## src/rtl/i2c_txn_arbiter.sv

```systemverilog
// Round-robin arbiter that shares one I2C transaction engine among N requesters,
// sequencing start/finish, guarding each transaction with a timeout and routing status back.
module i2c_txn_arbiter #(
  parameter int N           = 4,
  parameter int TIMEOUT_CYC = 1024,
  parameter int CW          = 11
) (
  input  logic           clk,
  input  logic           reset,
  input  logic [N-1:0]   req,
  input  logic [7*N-1:0] req_addr,
  input  logic [N-1:0]   req_rw,
  input  logic [8*N-1:0] req_wdata,
  output logic [N-1:0]   gnt,
  output logic [N-1:0]   done,
  output logic [7:0]     rsp_rdata,
  output logic           rsp_err,
  output logic           eng_start,
  output logic [6:0]     eng_addr,
  output logic           eng_rw,
  output logic [7:0]     eng_wdata,
  output logic           eng_abort,
  input  logic           eng_finish,
  input  logic [7:0]     eng_rdata,
  input  logic           eng_nack,
  output logic           busy,
  output logic [1:0]     state
);

  localparam int IW = (N > 1) ? $clog2(N) : 1;
  localparam logic [CW-1:0] TIMER_LAST = CW'(TIMEOUT_CYC - 1);
  localparam logic [IW-1:0] PTR_INIT   = IW'(N - 1);

  typedef enum logic [1:0] {
    S_IDLE   = 2'b00,
    S_ISSUE  = 2'b01,
    S_ACTIVE = 2'b10,
    S_DONE   = 2'b11
  } state_t;

  state_t        cur, nxt;
  logic [IW-1:0] ptr, ptr_n, owner, owner_n, winner;
  logic          found;
  logic [CW-1:0] timer, timer_n;
  logic          timeout_hit;

  logic [N-1:0]  gnt_n, done_n;
  logic [7:0]    rdata_n, wdata_n;
  logic [6:0]    addr_n;
  logic          err_n, start_n, rw_n, abort_n;

  assign timeout_hit = (timer == TIMER_LAST);
  assign state       = cur;

  // Rotating priority scan: first set request after the last served requester.
  always_comb begin
    logic [IW-1:0] idx;
    idx    = '0;
    found  = 1'b0;
    winner = ptr;
    for (int k = 1; k <= N; k++) begin
      idx = IW'((int'(ptr) + k) % N);
      if (!found && req[idx]) begin
        found  = 1'b1;
        winner = idx;
      end
    end
  end

  always_ff @(posedge clk or posedge reset) begin
    if (reset) cur <= S_IDLE;
    else       cur <= nxt;
  end

  always_comb begin
    nxt = cur;
    case (cur)
      S_IDLE:   if (found) nxt = S_ISSUE;
      S_ISSUE:  nxt = S_ACTIVE;
      S_ACTIVE: if (eng_finish || timeout_hit) nxt = S_DONE;
      S_DONE:   nxt = S_IDLE;
      default:  nxt = S_IDLE;
    endcase
  end

  always_comb begin
    gnt_n   = '0;
    done_n  = '0;
    start_n = 1'b0;
    abort_n = 1'b0;
    rdata_n = rsp_rdata;
    err_n   = rsp_err;
    addr_n  = eng_addr;
    rw_n    = eng_rw;
    wdata_n = eng_wdata;
    owner_n = owner;
    ptr_n   = ptr;
    timer_n = timer;
    case (cur)
      S_IDLE: begin
        if (found) begin
          gnt_n[winner] = 1'b1;
          start_n       = 1'b1;
          addr_n        = req_addr[7*winner +: 7];
          rw_n          = req_rw[winner];
          wdata_n       = req_wdata[8*winner +: 8];
          owner_n       = winner;
        end
      end
      S_ISSUE: timer_n = '0;
      S_ACTIVE: begin
        if (timer != '1) timer_n = timer + 1'b1;
        // A finish arriving on the timeout cycle takes precedence over the abort.
        if (eng_finish) begin
          rdata_n       = eng_rw ? eng_rdata : 8'h00;
          err_n         = eng_nack;
          done_n[owner] = 1'b1;
        end else if (timeout_hit) begin
          abort_n       = 1'b1;
          err_n         = 1'b1;
          rdata_n       = 8'h00;
          done_n[owner] = 1'b1;
        end
      end
      S_DONE:  ptr_n = owner;
      default: ;
    endcase
  end

  always_ff @(posedge clk or posedge reset) begin
    if (reset) begin
      gnt       <= '0;
      done      <= '0;
      rsp_rdata <= '0;
      rsp_err   <= 1'b0;
      eng_start <= 1'b0;
      eng_addr  <= '0;
      eng_rw    <= 1'b0;
      eng_wdata <= '0;
      eng_abort <= 1'b0;
      busy      <= 1'b0;
      owner     <= '0;
      ptr       <= PTR_INIT;
      timer     <= '0;
    end else begin
      gnt       <= gnt_n;
      done      <= done_n;
      rsp_rdata <= rdata_n;
      rsp_err   <= err_n;
      eng_start <= start_n;
      eng_addr  <= addr_n;
      eng_rw    <= rw_n;
      eng_wdata <= wdata_n;
      eng_abort <= abort_n;
      busy      <= (nxt != S_IDLE);
      owner     <= owner_n;
      ptr       <= ptr_n;
      timer     <= timer_n;
    end
  end

endmodule

```

## config.mk

```make
export PLATFORM = sky130hd
export DESIGN_NAME = i2c_txn_arbiter
export DESIGN_NICKNAME = d
export VERILOG_FILES = /design/src/rtl/i2c_txn_arbiter.sv
export SDC_FILE = /design/constraint.sdc
export NUM_CORES = 1
export LEC_CHECK = 0
export ABC_AREA = 0
export BUFFER_PORTS_ARGS = -buffer_cell sky130_fd_sc_hd__buf_2
export CELL_PAD_IN_SITES_DETAIL_PLACEMENT = 0
export CELL_PAD_IN_SITES_GLOBAL_PLACEMENT = 2
export CORE_UTILIZATION = 29
export CTS_BUF_LIST = sky130_fd_sc_hd__clkbuf_2 sky130_fd_sc_hd__clkbuf_4 sky130_fd_sc_hd__clkbuf_8
export DETAILED_ROUTE_END_ITERATION = 8
export PLACE_DENSITY = 0.9
export SETUP_SLACK_MARGIN = 0.3
export SYNTH_ARGS = -nofsm -noshare
export SYNTH_HDL_FRONTEND = slang
export SYNTH_SLANG_ARGS = --single-unit
```

## constraint.sdc

```tcl
create_clock -name clk -period 2 [get_ports clk]
set_input_delay 0.4 -clock clk [delete_from_list [all_inputs] [get_ports clk]]
set_output_delay 0.4 -clock clk [all_outputs]
set_load 0.03 [all_outputs]
```

Word level (Yosys, flattened, before mapping)
Index checks and enable logic that the tools add are counted.
{"block": "totals", "ff_bits": 53, "word_cells": 94}
{"block": "op_classes", "addsub": 5, "mul": 1, "magnitude_cmp": 8, "n_eq_ne": 6, "shift": 2, "n_mux": 42, "n_reduce_logical": 16}
{"cell": "$shiftx 32x6->8", "count": 1}
{"cell": "$shiftx 28x6->7", "count": 1}
{"cell": "$mux 8", "count": 3}
{"cell": "$pmux 11 s2", "count": 1}
{"cell": "$mux 4", "count": 5}
{"cell": "$lt 2x3->1 const B", "count": 6}
{"cell": "$mux 1", "count": 18}
{"cell": "$mux 2", "count": 6}
{"cell": "$add 11x1->11 const B", "count": 1}
{"cell": "$eq 11x10->1 const B", "count": 1}
{"cell": "$mux 11", "count": 1}
{"cell": "$ne 11x11->1 const B", "count": 1}
{"cell": "$bmux 1 s2", "count": 5}
{"cell": "$pmux 2 s4", "count": 1}
{"cell": "$reduce_and 2->1", "count": 3}
{"cell": "$reduce_bool 2->1", "count": 3}
{"cell": "$logic_and 1x1->1", "count": 5}
{"cell": "$mul 3x2->5 const A", "count": 1}
{"cell": "$add 2x1->2 const B", "count": 2}
{"cell": "$add 2x2->2 const B", "count": 2}
{"cell": "$demux 1 s2", "count": 2}
{"cell": "$eq 2x2->1 const B", "count": 2}
{"cell": "$ge 2x1->1 const B", "count": 2}
{"cell": "$logic_not 1->1", "count": 3}
{"cell": "4 further kinds", "count": 4}

Longest topological paths before layout
Gate-level depths: netlist of the first run.
{"block": "logic_depth", "ltp_word": 19, "mapped_depth": 8, "ltp_nobuf": 6}

Worst setup path after synthesis of the first run
OpenSTA, ideal clock, no wires.
{"block": "synth_timing", "path_kind": "register -> register", "start": "register ptr[0]", "end": "register eng_addr[0]", "setup_ns": 0.132, "arrival_ns": 1.577, "required_time_ns": 1.868, "path_slack_ns": 0.292, "path_stages_with_launch": 8, "path_cell_list": "dfstp_2 > nand2b_2 > o21ai_2 > a221oi_2 > buf_6 > buf_8 > mux2i_1 > o221ai_2"}
{"block": "synth_between", "elab_chain_len": 15, "word_cells_on_any_way": 29, "cone_classes": "add/sub (4); mul (1); shift (1); mux (16); reduce/logical (7)"}
{"element": "start: declaration", "line": "42", "text": "logic [IW-1:0] ptr, ptr_n, owner, owner_n, winner;"}
{"element": "start signal: assignment", "line": "157", "text": "ptr <= ptr_n;"}
{"element": "$add 2x1->2", "line": "62", "text": "idx = IW'((int'(ptr) + k) % N);"}
{"element": "$bmux 1 s2", "line": "63", "text": "if (!found && req[idx]) begin"}
{"element": "$mux 1 (not written as such)", "line": "63"}
{"element": "$mux 1", "line": "63"}
{"element": "$logic_not 1->1", "line": "63"}
{"element": "$logic_and 1x1->1", "line": "63"}
{"element": "$mux 1", "line": "63"}
{"element": "$logic_not 1->1", "line": "63"}
{"element": "$logic_and 1x1->1", "line": "63"}
{"element": "$mux 1", "line": "63"}
{"element": "$logic_not 1->1", "line": "63"}
{"element": "$logic_and 1x1->1", "line": "63"}
{"element": "$mux 2", "line": "63"}
{"element": "$mul 3x2->5", "line": "104", "text": "addr_n = req_addr[7*winner +: 7];"}
{"element": "$shiftx 28x6->7", "line": "104"}
{"element": "end signal: assignment", "line": "151", "text": "eng_addr <= addr_n;"}
{"element": "end: declaration", "line": "19", "text": "output logic [6:0] eng_addr,"}
Several ways; a longest one is shown, not always the timed one. The select of a mux whose other input is x is not followed.
A chain may end at the register's enable or synchronous reset.

Worst setup path in the final report of the first run
{"block": "layout_timing", "start": "register ptr[0]", "end": "register eng_wdata[3]"}
{"block": "layout_between", "elab_chain_len": 14, "word_cells_on_any_way": 28, "cone_classes": "add/sub (4); shift (1); mux (16); reduce/logical (7)"}
{"element": "$add 2x1->2", "line": "62"}
{"element": "$bmux 1 s2", "line": "63"}
{"element": "$mux 1 (not written as such)", "line": "63"}
{"element": "$mux 1", "line": "63"}
{"element": "$logic_not 1->1", "line": "63"}
{"element": "$logic_and 1x1->1", "line": "63"}
{"element": "$mux 1", "line": "63"}
{"element": "$logic_not 1->1", "line": "63"}
{"element": "$logic_and 1x1->1", "line": "63"}
{"element": "$mux 1", "line": "63"}
{"element": "$logic_not 1->1", "line": "63"}
{"element": "$logic_and 1x1->1", "line": "63"}
{"element": "$mux 2 / $mux 1 (equally long branches)", "line": "63"}
{"element": "$shiftx 32x6->8 / $reduce_and 2->1 (equally long branches)"}
{"element": "end signal: assignment", "line": "153", "text": "eng_wdata <= wdata_n;"}
{"element": "end: declaration", "line": "21", "text": "output logic [7:0] eng_wdata,"}
Several ways; a longest one is shown, not always the timed one. The select of a mux whose other input is x is not followed.

==> impl_metrics.toml, run 1 <==
[floorplan]
io_pins = 118
start_util = 0.303
die_y_um = 98.2
fp.dieArea_um2 = 9640
coreArea_um2 = 8850
num_rows = 34
die_x_um = 98.2

[critical_path]
crit_arrival_ns = 2.02
max_stage_delay_ns = 0.56
worstRegToRegCells = 7
ff2ff_setup_slack_ns = 0.16
crit_end = "eng_wdata[3]$_DFFE_PP0P_"
required_ns = 2.18
critPathCaptureType = "flop"
r2r_start = "ptr[0]$_DFFE_PP1N_"
startpoint = "ptr[0]$_DFFE_PP1N_"
worst-setup-path-type = "flop to flop"
crit_chain = "nand2b_1 -> a21oi_2 -> a221oi_4 -> buf_6 -> buf_16 -> mux2i_1 -> o221ai_1"
cp_max_fo = 9
timing.rr.end = "eng_wdata[3]$_DFFE_PP0P_"
critPathLaunchType = "flop"
cp_slowest_cell = "dfstp_2"

[sta]
skew_ns = 0.0108
layout_min_cycle_time_ns = 1.84
whs_ns = 0.0914
finalSetupViolations = 0
drv_slew = 0
setup_tns_ns = 0
tightest_slew_ns = 0.486
hold_violations = 0
slew_headroom = 0.676
max_freq_mhz = 543
period_share = 0.920
grt_setup_unrepaired = "true"

[clock_network]
insertion_delay_ns = 0.31
cts_tree = "done"
cts-root-buf = "clkbuf_8"
cts.htree.levels = 2
cts_buffers = 5
cts.sinks = 53
clockBufferDepth = 2
clkTransAtPathRegs_ns = 0.11

[yosys]
yosysTopAreaCellShare = 0.476
synthArstFlopShare = 1.00
yosysWarnings = 0
ys.flop_type = "dfrtp_1"
ys_seq_area_frac = 0.495
synthesis.area_um2 = 2680
synth_nets = 326
synth-seq-cells = 53
syn_inst = 241
synth.area.top_cells = "dfrtp_1 48%, mux2i_1 13%, o221ai_1 4.9%"
yosys.area.top_type = "dfrtp_1"
syn_area_per_cell_um2 = 11.1
synthDistinctLibCells = 47
synth_edf_count = 0

[job]
drv_cap = 0

[layout]
area_growth_pct = 41.0
fill_cells = 898
diodes = 0
utilization = 0.428
final_area_um2 = 3780
nNetsFinal = 459
drive_gt1_frac = 0.453

[grt]
grt-ovfl-total = 0
antenna_found_initial = 0
grt_pass1_vias = 2356
grt_pass1_wl_um = 11500
grtUsageTotal = 0.150
grt_max_degree = 34

[place]
gp_congestion = 0.785
dpl.hpwl_um = 5080
io_buffer_count = 117
dpl_cell_area_um2 = 3430

[power_and_ir_drop]
cellPowerDensity_nw_per_um2 = 1530
total_power_mw = 5.79
p_leak_nw = 1.99
peakVddDrop_v = 0.000732

[route]
vias = 2357
drt-pass1-iter-count = 6
routed_wl_um = 7290
drc = 0
drtAntennaViolNets = 0
routedWlPerCell_um = 15.1
drtIter0Drc = 97
via_per_inst = 4.88

[min_path]
hp-class = "input pin to async pin"

[outcome]
status = "finished clean"
-- what timing repair did --
action / 4_1_cts / 5_1_grt
pin swaps: 2 / 5
endpoints found under the hold margin: 0 / 0
buffers inserted: 3 / 5
hold buffers: 0 / 0
resized for setup: 8 / 9
endpoints found under the setup margin: 26 / 35
cloned: 2 / 2
-- cell families after synthesis --
kind of cell	count (synthesis)	share of synthesized area
AND/OR/NAND/NOR	75	0.142
adder cells (fa/ha/maj)	5	0.0233
XOR/XNOR	2	0.00653
buffers and inverters	21	0.0513
multiplexers	37	0.139
flip-flops	53	0.495
AO/OA/AOI/OAI	48	0.143
-- worst max-delay path: cells and delay by family, from the launching register on --
kind,cells,cell delay (ns)
DFF,1,0.56
buffers and inverters,2,0.34
muxes,1,0.20
AOI/OAI and AO/OA,3,0.45
and+or+nand+nor,1,0.16
-- layer usage --
layer  part of all wire  global-route usage  wire, µm
met1               0.46               0.192      3330
met2               0.47               0.254      3440
met3              0.059              0.0358       430
met4              0.013              0.0402        93
met5                  0                   0         0
-- worst min path at each step --
stage               cells past startpoint                  endpoint       start  slack (ns)
floorplan                               1       eng_abort$_DFF_PP0_  eng_finish        0.47
global placement                        2  rsp_rdata[7]$_DFFE_PP0P_       reset        0.45
detailed placement                      2   eng_addr[2]$_DFFE_PP0P_       reset        0.46
CTS                                     2   eng_addr[0]$_DFFE_PP0P_       reset        0.10
global route                            2  rsp_rdata[7]$_DFFE_PP0P_       reset        0.12
finish                                  2  rsp_rdata[7]$_DFFE_PP0P_       reset        0.09
-- layout make-up --
type,count,area (µm²),share of cell area
Sequential cell,53,1330,0.352
Multi-Input combinational cell,167,1300,0.343
Timing Repair Buffer,139,875,0.231
Tap cell,108,135,0.0357
Clock buffer,5,68.8,0.0182
Clock inverter,3,46.3,0.0122
Inverter,8,30.0,0.00794
-- per-stage QoR --
step	setup slack, ns	cells
finish	0.160	483
global route	0.0467	483
CTS	0.191	476
detailed placement	0.102	463
global placement	0.188	463
floorplan	0.292	241
-- where the power goes --
part           internal (mW)  switching [mW]
clock network          0.375           0.375
registers               1.49           0.311
logic                   1.42            1.83
-- cell usage in the layout (no fill, tap or decap), types with 2 or more instances in the layout --
cell type	count
o21ai_1	3
nand3_1	3
buf_2	117
inv_1	7
buf_12	3
clkbuf_8	5
clkbuf_16	2
o21ai_0	5
o221ai_1	15
a22o_1	8
mux2i_2	2
nor2_1	10
a21o_1	2
dfrtp_1	50
a21oi_1	2
nand2_1	34
nor2b_1	2
buf_4	12
nor3b_2	2
buf_16	2
dfstp_2	2
and3_1	2
mux2_2	2
nand2b_1	5
mux2i_1	33
ha_1	4
nor3_1	4
nand4_1	3
buf_6	3
a31oi_1	3
-- Yosys cell counts (3+ instances only) --
cell      count
clkbuf_1      3
nand4_1       3
nor2_1       11
a31oi_1       3
ha_1          5
nor3_1        4
nand3_1       4
o221ai_1     15
dfrtp_1      51
buf_2         6
o21ai_1       3
nand2_1      34
nand2b_1      5
a22o_1        8
mux2i_1      35
inv_1         8
o21ai_0       5
-- state kept, by name, summed over array words and instances, names as in the netlist --
signal / flops
done: 4
owner: 2
rsp_rdata: 8
eng_abort: 1
gnt: 4
rsp_err: 1
eng_wdata: 8
eng_addr: 7
eng_start: 1
busy: 1
ptr: 2
timer: 11
eng_rw: 1
state: 2
Note: power is estimated with default switching activity, not from simulation.
==> inputs of run 2 (changes only) <==
--- a/config.mk
+++ b/config.mk
@@ -6,12 +6,12 @@
 export NUM_CORES = 1
 export LEC_CHECK = 0
-export ABC_AREA = 0
+export ABC_AREA = 1
 export BUFFER_PORTS_ARGS = -buffer_cell sky130_fd_sc_hd__buf_2
 export CELL_PAD_IN_SITES_DETAIL_PLACEMENT = 0
 export CELL_PAD_IN_SITES_GLOBAL_PLACEMENT = 2
-export CORE_UTILIZATION = 29
+export CORE_UTILIZATION = 27
 export CTS_BUF_LIST = sky130_fd_sc_hd__clkbuf_2 sky130_fd_sc_hd__clkbuf_4 sky130_fd_sc_hd__clkbuf_8
 export DETAILED_ROUTE_END_ITERATION = 8
-export PLACE_DENSITY = 0.9
+export PLACE_DENSITY = 0.91
 export SETUP_SLACK_MARGIN = 0.3
 export SYNTH_ARGS = -nofsm -noshare
==> constraint.sdc (replaced) <==
create_clock -name clk -period 2 [get_ports clk]
set_input_delay 0.2 -clock clk [delete_from_list [all_inputs] [get_ports clk]]
set_output_delay 0.2 -clock clk [all_outputs]
set_load 0.03 [all_outputs]
==> impl_metrics.toml, run 2 <==
[outcome]
status = "finished clean"

[layout]
diodes = 0
top_register = "timer"
drive_gt1_frac = 0.516
final_common_cell = "buf_2"
nNetsFinal = 662
area_growth_pct = 66.8
final_cell_mix = "117 x buf_2, 91 x nand3_1, 81 x nand2_1"
reg.largest.list = "timer x11, eng_wdata x8, rsp_rdata x8"
largest_reg_flops = 11

[place]
dp_slack_ns = -0.0149
gp_congestion = 0.952
dpl.hpwl_um = 7180
io_buffer_count = 117

[min_path]
hold_depth = 2
hp-class = "input pin to flop"
whs_endpoint = "eng_abort$_DFF_PP0_"
min_from = "eng_finish"

[grt]
grtUsageMet2 = 0.337
grtUsageMet3 = 0.0271
grt-ovfl-total = 0
grt_pass1_wl_um = 17200
grtUsageTotal = 0.190
grt_pass1_vias = 3459
antenna_found_initial = 0
met1_usage = 0.241
grt_max_degree = 32
top_usage_layer = "met2"

[yosys]
synthDistinctLibCells = 32
synth_nets = 493
ys_seq_area_frac = 0.434
synth-seq-cells = 53
yosysTopAreaCellShare = 0.416
synth_edf_count = 0
syn_inst = 408
synth.area.top_cells = "dfrtp_1 42%, nand3_1 20%, nand2_1 15%"
yosys.area.top_type = "dfrtp_1"
synthesis.area_um2 = 3060
yosysWarnings = 0
syn_area_per_cell_um2 = 7.51
ys.flop_type = "dfrtp_1"
yosys-top-cells-count = "120 x nand3_1, 119 x nand2_1, 51 x dfrtp_1"
yosysMostFrequentCell = "nand3_1"
synthArstFlopShare = 1.00

[sta]
setup_tns_ns = 0
skew_ns = 0.00757
hold_violations = 0
fin_ws_ns = 0.0277
whs_ns = 0.0885
drv_slew = 0
grt_setup_unrepaired = "true"
max_freq_mhz = 507
layout_min_cycle_time_ns = 1.97
slew_headroom = 0.639
finalSetupViolations = 0
period_share = 0.986
tightest_slew_ns = 0.541

[clock_network]
cts_tree = "done"
cts.htree.levels = 2
cts.sinks = 53
clkTransAtPathRegs_ns = 0.10
cts-root-buf = "clkbuf_8"
clockBufferDepth = 2
cts_buffers = 5
insertion_delay_ns = 0.32

[route]
routed_wl_um = 11400
routedWlPerCell_um = 15.9
vias = 3530
drtAntennaViolNets = 0
drtIter0Drc = 224
drc = 0
via_per_inst = 4.92
drt-pass1-iter-count = 5

[floorplan]
coreArea_um2 = 10900
io_pins = 118
fp.dieArea_um2 = 11800
num_rows = 38
die_y_um = 109
die_x_um = 109
start_util = 0.280

[power_and_ir_drop]
p_leak_nw = 2.58
p_clk_frac = 0.092
power.internal_mw = 4.69
pwr-share-comb = 0.724
p_switching_mw = 4.94
peakVddDrop_v = 0.000793
p_sw_frac = 0.513
sequentialPowerShare = 0.184
cellPowerDensity_nw_per_um2 = 1880

[critical_path]
r2r_start = "ptr[0]$_DFFE_PP1N_"
cp_max_fo = 7
ff2ff_setup_slack_ns = 0.03
worst-setup-path-type = "flop to flop"
critPathCaptureType = "flop"
worstRegToRegCells = 11
crit_arrival_ns = 2.18
critPathLaunchType = "flop"
timing.rr.end = "eng_rw$_DFFE_PP0P_"
required_ns = 2.21

[job]
drv_cap = 0
[run 2: cell types whose count changed in the layout (fill, tap and decap cells not counted), sizes merged, moves of 3 or more]
cell,before,now
inv,8,28
nor3b,3,0
nand2,34,132
o21ai,9,12
nand3,4,123
o22ai,0,3
o221ai,16,0
a22o,8,0
nand2b,6,0
mux2i,35,0
xor2,1,4
buf,137,173
[run 2: power by group through the flow]
stage	clock, mW	combinational [mW]	sequential (mW)
floorplan	0	2.79	2.36
global placement	0	4.63	1.77
detailed placement	0	4.66	1.78
CTS	0.908	6.03	1.76
global route	0.942	7.56	1.82
finish	0.887	6.97	1.77
[run 2: repair_timing]
item	4_1_cts	5_1_grt
setup buffers	28	8
gates resized for setup	84	70
hold endpoints to repair	22	0
gates cloned	6	3
pin swaps	34	23
hold buffers	1	0
setup endpoints to repair	47	47
[run 2: cell families (layout without fill, tap and decap cells)]
group                    count (synthesis)  in the layout  synth area share
AND/OR/NAND/NOR                        273            277             0.410
AO/OA/AOI/OAI                           24             24            0.0453
flip-flops                              53             53             0.434
adder cells (fa/ha/maj)                  5              5            0.0204
XOR/XNOR                                 5              5            0.0143
buffers and inverters                   48            214            0.0764
[run 2: through the flow]
| step | util | instances | area, µm² | total power, mW |
|---|---|---|---|---|
| after global placement | 0.358 | 664 | 3910 | 6.39 |
| after global routing | 0.468 | 718 | 5110 | 10.3 |
| final | 0.468 | 718 | 5110 | 9.63 |
| after floorplan | - | 408 | 3090 | 5.15 |
| after CTS | 0.428 | 707 | 4680 | 8.70 |
| after detailed placement | 0.358 | 664 | 3910 | 6.43 |
[run 2: worst max-delay path by stage]
stage                     slack [ns]                       end  cells after the start               start
after floorplan                 0.19   eng_addr[0]$_DFFE_PP0P_                     14  ptr[0]$_DFFE_PP1N_
after global placement          0.02  eng_wdata[3]$_DFFE_PP0P_                     11  ptr[0]$_DFFE_PP1N_
after detailed placement       -0.01  eng_wdata[3]$_DFFE_PP0P_                     13  ptr[1]$_DFFE_PP1N_
after CTS                       0.09   eng_addr[3]$_DFFE_PP0P_                     13  ptr[0]$_DFFE_PP1N_
after global routing           -0.06   eng_addr[5]$_DFFE_PP0P_                     11  ptr[0]$_DFFE_PP1N_
final                           0.03        eng_rw$_DFFE_PP0P_                     11  ptr[0]$_DFFE_PP1N_
[run 2: metal layers]
layer / vias up / part of all wire
met2: 120 / 0.52
met4: 0 / 0.016
met5: - / 0
met3: 18 / 0.050
met1: 1689 / 0.42
li1: 1703 / -
[run 2: worst max-delay path, stage by stage, from the launching register on]
cell	delay, ns
dfstp_2	0.61
buf_6	0.16
nand2_2	0.07
nand3_2	0.09
nand2_4	0.07
buf_4	0.14
nand3_4	0.15
nand3_4	0.17
nand2_4	0.17
nand3_2	0.09
nand3_2	0.08
nand2_1	0.05
[run 2: final cells by class]
| type | instances | area, µm² |
|---|---|---|
| Sequential cell | 53 | 1330 |
| Multi-Input combinational cell | 311 | 2080 |
| Fill cell | 1107 | 5820 |
| Clock inverter | 3 | 68.8 |
| Tap cell | 140 | 175 |
| Clock buffer | 5 | 68.8 |
| Timing Repair inverter | 1 | 7.51 |
| Timing Repair Buffer | 177 | 1260 |
| Inverter | 28 | 121 |
==> inputs of run 3 (changes only) <==
CTS_BUF_LIST = sky130_fd_sc_hd__clkbuf_8   (was sky130_fd_sc_hd__clkbuf_2 sky130_fd_sc_hd__clkbuf_4 sky130_fd_sc_hd__clkbuf_8)
REMOVE_ABC_BUFFERS = 1   (was not set)
TNS_END_PERCENT = 1   (was not set)
==> impl_metrics.toml, run 3 (synthesized netlist as in run 2, its figures left out) <==
[critical_path]
critPathCaptureType = "flop"
required_ns = 2.26
cp_max_fo = 7
crit_arrival_ns = 2.30
critPathLaunchType = "flop"
worst-setup-path-type = "flop to flop"

[power_and_ir_drop]
power.internal_mw = 4.47
sequentialPowerShare = 0.194
p_sw_frac = 0.517
p_switching_mw = 4.78
cellPowerDensity_nw_per_um2 = 1910
pwr-share-comb = 0.734
p_leak_nw = 2.50
peakVddDrop_v = 0.000937
p_clk_frac = 0.073

[grt]
met1_usage = 0.219
grtUsageMet3 = 0.0422
grt_pass1_vias = 3451
grtUsageMet2 = 0.324
grt-ovfl-total = 0
grtUsageTotal = 0.186
top_usage_layer = "met2"
grt_max_degree = 23
antenna_found_initial = 0
grt_pass1_wl_um = 16800

[sta]
max_freq_mhz = 491
grt_setup_unrepaired = "true"
setup_tns_ns = -0.115
skew_ns = 0.0120
drv_slew = 0
tightest_slew_ns = 0.469
slew_headroom = 0.687
period_share = 1.02
finalSetupViolations = 10
layout_min_cycle_time_ns = 2.04
hold_violations = 0
fin_ws_ns = -0.0354
whs_ns = 0.0618

[floorplan]
start_util = 0.280
die_x_um = 109
fp.dieArea_um2 = 11800
die_y_um = 109
num_rows = 38
coreArea_um2 = 10900
io_pins = 118

[route]
routedWlPerCell_um = 15.4
drt-pass1-iter-count = 4
drtIter0Drc = 242
via_per_inst = 4.90
drtAntennaViolNets = 0
vias = 3443
drc = 0
routed_wl_um = 10800

[layout]
seq_area_um2 = 1330
utilization = 0.444
diodes = 0
largest_reg_flops = 11
nNetsFinal = 646
fill_cells = 1107
area_growth_pct = 58.5
reg.largest.list = "timer x11, eng_wdata x8, rsp_rdata x8"
fin_cells = 702
final_cell_mix = "117 x buf_2, 97 x nand3_1, 85 x nand2_1"
top_register = "timer"
multi_input_area_um2 = 1990
drive_gt1_frac = 0.480
final_common_cell = "buf_2"

[place]
dpl.cell_count = 664
io_buffer_count = 117
gp_congestion = 0.911
dpl.hpwl_um = 7080

[clock_network]
clockBufferDepth = 2
cts.htree.levels = 2
cts_buffers = 5
cts.sinks = 53
cts-root-buf = "clkbuf_8"
insertion_delay_ns = 0.31
cts_tree = "done"
clkTransAtPathRegs_ns = 0.11

[job]
drv_cap = 0

[min_path]
hp-class = "input pin to flop"

[outcome]
status = "finished with violations"
violations = "negative setup slack"
==> run 3: cell types whose count changed in the layout (fill, tap and decap cells not counted), sizes merged <==
cell,delta
buf,-13
clkbuf,-2
bufinv,-2
clkinv,+1
bufbuf,+1
nand2,-1
==> run 3: stage by stage <==
| step | power, mW | setup WS [ns] | instance area, µm² |
|---|---|---|---|
| after floorplan | 4.76 | -0.273 | 2940 |
| after global placement | 6.29 | -0.0188 | 3860 |
| after detailed placement | 6.35 | -0.0821 | 3860 |
| after CTS | 8.88 | 0.0558 | 4620 |
| after global routing | 9.91 | -0.140 | 4860 |
| final | 9.26 | -0.0354 | 4860 |
==> run 3: power groups by stage <==
stage	Clock (mW)	Combinational [mW]	Sequential [mW]
after floorplan	0	2.39	2.37
after global placement	0	4.52	1.77
after detailed placement	0	4.57	1.78
after CTS	0.691	6.42	1.77
after global routing	0.745	7.32	1.84
final	0.672	6.79	1.79
==> run 3: path summary, 6_finish.rpt <==
path	startpoint	to	slack, ns	cells after the start
max	ptr[1]$_DFFE_PP1N_	eng_addr[1]$_DFFE_PP0P_	-0.04	15
min	eng_finish	eng_abort$_DFF_PP0_	0.06	2
max reg2reg	ptr[1]$_DFFE_PP1N_	eng_addr[1]$_DFFE_PP0P_	-0.04	15
min reg2reg	rsp_rdata[5]$_DFFE_PP0P_	rsp_rdata[5]$_DFFE_PP0P_	0.48	2
max in group asynchronous	reset	rsp_rdata[1]$_DFFE_PP0P_	0.89	4
min in group asynchronous	reset	timer[4]$_DFFE_PP0P_	0.44	3
==> run 3: metal layers <==
layer / vias to the layer above / wire length, µm
li1: 1677 / -
met1: 1597 / 4440
met2: 139 / 5390
met5: - / 0
met3: 30 / 651
met4: 0 / 349
==> run 3: worst max-delay path, stage by stage, from the launching register on <==
cell and delay (ns):
dfstp_2 0.60, inv_4 0.07, nand2_1 0.11, nand2_4 0.09
nand2_4 0.09, nand2_4 0.08, inv_4 0.08, buf_6 0.10
nand3_4 0.09, buf_12 0.15, buf_12 0.13, nand2_4 0.10
nand2_1 0.07, nand3_1 0.10, nand3_2 0.07, nand2_1 0.05
==> run 3: timing repair <==
item	CTS	global route
setup endpoints to repair	45	48
gates cloned	8	1
endpoints found under the hold margin	20	0
resized for setup	79	62
pin swaps	24	31
buffers inserted	20	0
hold buffers	1	0
==> run 3: cell type report <==
| type | count | area share |
|---|---|---|
| tap | 140 | 0.0361 |
| clock buffer | 6 | 0.0170 |
| inverter | 28 | 0.0245 |
| timing repair buffer | 162 | 0.233 |
| sequential | 53 | 0.274 |
| multi-input combinational | 310 | 0.410 |
| timing repair inverter | 1 | 0.00155 |
| clock inverter | 2 | 0.00361 |
